[src/rtl/mux_seq_pkg.sv]
// Shared types and constants for the MuxUnit select sequencer and its datapath.
package mux_seq_pkg;
  typedef enum logic [1:0] {IDLE, RUN, DONE} state_t;

  localparam int         STEPS     = 4;
  localparam logic [1:0] LAST_STEP = 2'd3;

  // Fixed lane constants: lane 0 offers 1..3, lane 1 offers 4..6.
  localparam logic [7:0] L0_C1 = 8'd1;
  localparam logic [7:0] L0_C2 = 8'd2;
  localparam logic [7:0] L0_C3 = 8'd3;
  localparam logic [7:0] L1_C4 = 8'd4;
  localparam logic [7:0] L1_C5 = 8'd5;
  localparam logic [7:0] L1_C6 = 8'd6;
endpackage

[src/rtl/mux_unit_sequencer_muxunit.sv]
// MuxUnit datapath: two combinational 4:1 byte muxes, each picking its operand or a lane constant.
module MuxUnit
  import mux_seq_pkg::*;
#(
  parameter int WIDTH = 8
) (
  input  logic [WIDTH-1:0] op_0,
  input  logic [WIDTH-1:0] op_1,
  input  logic [1:0]       sel_0,
  input  logic [1:0]       sel_1,
  output logic [WIDTH-1:0] out_0,
  output logic [WIDTH-1:0] out_1
);
  always_comb begin
    case (sel_0)
      2'd0:    out_0 = op_0;
      2'd1:    out_0 = WIDTH'(L0_C1);
      2'd2:    out_0 = WIDTH'(L0_C2);
      default: out_0 = WIDTH'(L0_C3);
    endcase
  end

  // Lane 1 is wired so that a descending select walks 6, 5, 4, then the operand.
  always_comb begin
    case (sel_1)
      2'd0:    out_1 = op_1;
      2'd1:    out_1 = WIDTH'(L1_C4);
      2'd2:    out_1 = WIDTH'(L1_C5);
      default: out_1 = WIDTH'(L1_C6);
    endcase
  end
endmodule

[src/rtl/mux_unit_sequencer.sv]
// Sweeps MuxUnit through four select steps, folding both lanes into a sum and a max,
// then offers the result on a valid/ready handshake.
module mux_unit_sequencer
  import mux_seq_pkg::*;
#(
  parameter int WIDTH = 8,
  parameter int ACC_W = WIDTH + 3
) (
  input  logic             clk,
  input  logic             rst,
  input  logic             start,
  input  logic [WIDTH-1:0] op_0,
  input  logic [WIDTH-1:0] op_1,
  output logic             busy,
  output logic [1:0]       sel_0,
  output logic [1:0]       sel_1,
  output logic             res_valid,
  input  logic             res_ready,
  output logic [ACC_W-1:0] res_sum,
  output logic [WIDTH-1:0] res_max
);
  state_t           r_state, w_next;
  logic [1:0]       r_step;
  logic [WIDTH-1:0] r_op_0, r_op_1;
  logic [ACC_W-1:0] r_acc;
  logic [WIDTH-1:0] r_max;
  logic [WIDTH-1:0] w_out_0, w_out_1, w_lane_max, w_new_max;

  MuxUnit #(.WIDTH(WIDTH)) u_mux (
    .op_0  (r_op_0),
    .op_1  (r_op_1),
    .sel_0 (sel_0),
    .sel_1 (sel_1),
    .out_0 (w_out_0),
    .out_1 (w_out_1)
  );

  always_ff @(posedge clk) begin
    if (rst) r_state <= IDLE;
    else     r_state <= w_next;
  end

  always_comb begin
    w_next = r_state;
    case (r_state)
      IDLE:    if (start) w_next = RUN;
      RUN:     if (r_step == LAST_STEP) w_next = DONE;
      DONE:    if (res_ready) w_next = IDLE;
      default: w_next = IDLE;
    endcase
  end

  always_comb begin
    busy      = (r_state != IDLE);
    res_valid = (r_state == DONE);
    sel_0     = 2'd0;
    sel_1     = 2'd0;
    if (r_state == RUN) begin
      sel_0 = r_step;
      sel_1 = ~r_step;
    end
  end

  always_comb begin
    w_lane_max = (w_out_0 > w_out_1) ? w_out_0 : w_out_1;
    w_new_max  = (w_lane_max > r_max) ? w_lane_max : r_max;
  end

  // Accumulators double as the registered result; they only move in RUN, so DONE holds them.
  always_ff @(posedge clk) begin
    if (rst) begin
      r_step <= 2'd0;
      r_op_0 <= '0;
      r_op_1 <= '0;
      r_acc  <= '0;
      r_max  <= '0;
    end else if (r_state == IDLE && start) begin
      r_step <= 2'd0;
      r_op_0 <= op_0;
      r_op_1 <= op_1;
      r_acc  <= '0;
      r_max  <= '0;
    end else if (r_state == RUN) begin
      r_step <= r_step + 2'd1;
      r_acc  <= r_acc + ACC_W'(w_out_0) + ACC_W'(w_out_1);
      r_max  <= w_new_max;
    end
  end

  assign res_sum = r_acc;
  assign res_max = r_max;
endmodule

[config.mk]
export PLATFORM = sky130hd
export DESIGN_NAME = mux_unit_sequencer
export DESIGN_NICKNAME = d
export VERILOG_FILES = /design/src/rtl/mux_seq_pkg.sv /design/src/rtl/mux_unit_sequencer_muxunit.sv /design/src/rtl/mux_unit_sequencer.sv
export SDC_FILE = /design/constraint.sdc
export NUM_CORES = 1
export LEC_CHECK = 0
export BUFFER_PORTS_ARGS = -buffer_cell sky130_fd_sc_hd__buf_4
export CORE_MARGIN = 2
export CORE_UTILIZATION = 41
export CTS_CLUSTER_DIAMETER = 40
export CTS_CLUSTER_SIZE = 40
export DETAILED_ROUTE_END_ITERATION = 6
export GPL_ROUTABILITY_DRIVEN = 0
export SYNTH_ARGS = -nofsm -noshare
export SYNTH_HDL_FRONTEND = slang
export SYNTH_SLANG_ARGS = --single-unit
[constraint.sdc]
create_clock -name clk -period 9 [get_ports clk]
set_input_delay 1.8 -clock clk [delete_from_list [all_inputs] [get_ports clk]]
set_output_delay 1.8 -clock clk [all_outputs]
set_load 0.1 [all_outputs]
==> qor.yml <==
die_y_um: 85.8
grt_usage_pct: 19.9
regToRegSetupSlack_ns: 3.28
synth_edf_count: 0
cp_cell_sequence: "nand2b_1 -> nor2_1 -> inv_1 -> ha_1 -> nand2_1 -> o21ai_1 -> ha_1 -> inv_1 -> a211oi_1 -> o41ai_2 -> o211ai_4 -> mux2i_1 -> inv_1 -> ha_1 -> and4_1 -> a21oi_1 -> o21ai_1 -> a21oi_1 -> nand4_1 -> o211ai_1"
ys_top_cells_by_area: "dfxtp_1 28%, ha_1 12%, nand2_1 10%, a21oi_1 8.0%, fa_1 6.6%"
rr_endpoint: "res_max[0]"
path_max_fanout: 19
highest_layer: "met4"
p_leak_nw: 1.55
hold_buffers: 0
cts_max_path_buffers: 2
n_antenna_cell: 0
cts_buffers: 5
power_density_nw_per_um2: 185
min_period_ns: 5.72
vias_per_cell: 5.37
cts_tree: "yes"
netlist_area_um2: 2750
die_x_um: 85.8
min_from: "r_op_0[5]"
arrival_ns: 5.93
startpoint_type: "register"
final.setup.tns_ns: 0
wl_per_cell_um: 14.4
synth_top_cell_by_area: "dfxtp_1"
rr_startpoint: "r_state[1]"
grt_start_max_net_pins: 21
worst_ep_required_time_ns: 9.22
start_util_pct: 42.7
fin_skew_ns: 0.00401
avgSynthCellArea_um2: 7.75
gr-total-overflow: 0
synth.most_common_cell: "nand2_1"
vias: 2526
ys.flop_type: "dfxtp_1"
wl_met3_um: 298
synth_top_area_share_pct: 28.4
path_class: "register to register"
cts_htree_levels: 2
synth_nets: 409
grt_pass1_wl_mm: 11.6
core_area_um2: 6420
synth-seq-cells: 39
drive_above_1_share_pct: 14.5
antenna_found_initial: 0
drv_cap: 0
crit_slowest_cell: "a21oi_1"
period_share_pct: 63.5
yosysWarnings: 0
yosys-top-cells-count: "73 x nand2_1, 44 x a21oi_1, 43 x inv_1"
outcome: "completed"
die_area_um2: 7370
slowest_delay_ns: 0.96
clock-root-buffer: "clkbuf_8"
placed_area_um2: 3100
async_flop_share_pct: 0
synth_cell_type_count: 49
hold_path_class: "register to register"
postCtsSetupRepairBufs: 0
cpLargestDelayFamily: "compound AO/OA/AOI/OAI gates"
final_net_count: 447
ant_nets: 0
clk_pin_slew_worst_paths_ns: 0.09
grt_pass1_vias: 2424
final_area_um2: 3240
hpwlAfterDp_mm: 5.13
cts_resized: 0
port-buffer-count: 44
routed_wl_mm: 6.77
drt-met1-wl_mm: 3.29
hold_end: "r_op_0[5]"
first_iter_violations: 79
critPathCaptureType: "register"
r2r_cells: 20
hold_viol: 0
drcViolationCount: 0
utilization_pct: 50.4
min_delay_path_depth: 2
clock-sinks: 39
dr_wl_met2_mm: 3.05
syn-instance-count: 354
clkLatencyLatePin_ns: 0.30
fp-row-count: 29
tightest_slew_ns: 1.26
irDropWorstVdd_mv: 0.0906
path_buf_inv: 3
nFillCells: 650
seq_area_frac_synth_pct: 28.4
drv_slew: 0
clock.fmax_ghz: 0.175
area_growth_pct: 18.0
first_pass_iters: 4
setup_viol: 0
slew-limit-headroom_pct: 16.3
rsz0062_at_grt: "no"
num_io_pins: 45
how the worst max path moves through the flow:
stage | end | startpoint | depth (start not counted) | slack, ns
3_3_place_gp | res_max[6] | r_state[1] | 20 | 3.45
6_report | res_max[0] | r_state[1] | 20 | 3.28
3_5_place_dp | res_max[2] | r_state[1] | 20 | 3.32
5_1_grt | res_max[3] | r_state[1] | 20 | 2.63
4_1_cts | res_max[2] | r_state[1] | 20 | 3.30
2_1_floorplan | res_max[5] | r_state[1] | 22 | 3.38
cells by family after synthesis:
group / count (synthesis) / share of synthesized area (%)
adder cells (fa/ha/maj): 35 / 18.4
buffers and inverters: 57 / 8.66
XOR/XNOR: 2 / 0.638
AO/OA/AOI/OAI: 83 / 19.0
flip-flops: 39 / 28.4
multiplexers: 7 / 2.55
AND/OR/NAND/NOR: 131 / 22.3
registers in the layout, summed over array words and instances, names as in the netlist:
signal	count
r_op_0	8
r_op_1	8
r_state	2
r_step	2
res_max	8
res_sum	11
final cells by class:
| cell class | count | area (µm²) | area share [%] |
|---|---|---|---|
| Clock buffer | 5 | 68.8 | 2.12 |
| Clock inverter | 3 | 67.6 | 2.09 |
| Inverter | 43 | 161 | 4.98 |
| Multi-Input combinational cell | 258 | 1730 | 53.3 |
| Sequential cell | 39 | 781 | 24.1 |
| Tap cell | 77 | 96.3 | 2.97 |
| Timing Repair Buffer | 45 | 338 | 10.4 |
per-stage QoR:
step / instances / hold WS, ns / worst slack, ns / total power, W
after floorplan: 354 / 0.436 / 3.38 / 0.000377
after global placement: 462 / 0.448 / 3.45 / 0.000420
after detailed placement: 462 / 0.450 / 3.32 / 0.000421
after CTS: 470 / 0.462 / 3.30 / 0.000603
after global routing: 470 / 0.483 / 2.63 / 0.000638
final: 470 / 0.462 / 3.28 / 0.000598
tightest hold or removal path: cells and delay by family (launching register included):
| family | cells | cell delay [ns] |
|---|---|---|
| simple gates | 1 | 0.05 |
| compound gates | 1 | 0.05 |
| flops | 1 | 0.32 |
routing by layer:
metal  up-vias  global-route usage [%]
met5         -                       0
met2        68                    31.2
met1      1173                    27.9
met3        10                    3.37
met4         0                    6.35
li1       1275                       -
cell usage in the layout, fill, tap and decap left out, types with 2 or more instances in the layout:
master,n
nand2_1,73
and4_1,2
inv_1,43
a31oi_1,2
bufinv_16,2
clkbuf_8,5
a21o_1,3
buf_4,45
o311ai_1,2
nand3b_1,2
o211ai_1,4
nor2b_1,6
ha_1,26
a211oi_1,3
dfxtp_1,39
nor3_1,4
o21ai_1,5
nand3_1,7
nand4b_1,3
o21ai_0,11
fa_1,9
a21oi_1,44
nor2_1,16
mux2i_1,7
nand4_1,5
nand2b_1,4
report_power, final:
group          switching [W]  leakage [nW]  internal (W)
clock network      0.0000693        0.0644      0.000111
logic               0.000151          1.16     0.0000734
registers         0.00000911         0.318      0.000184
Note: power is estimated with default switching activity, not from simulation.
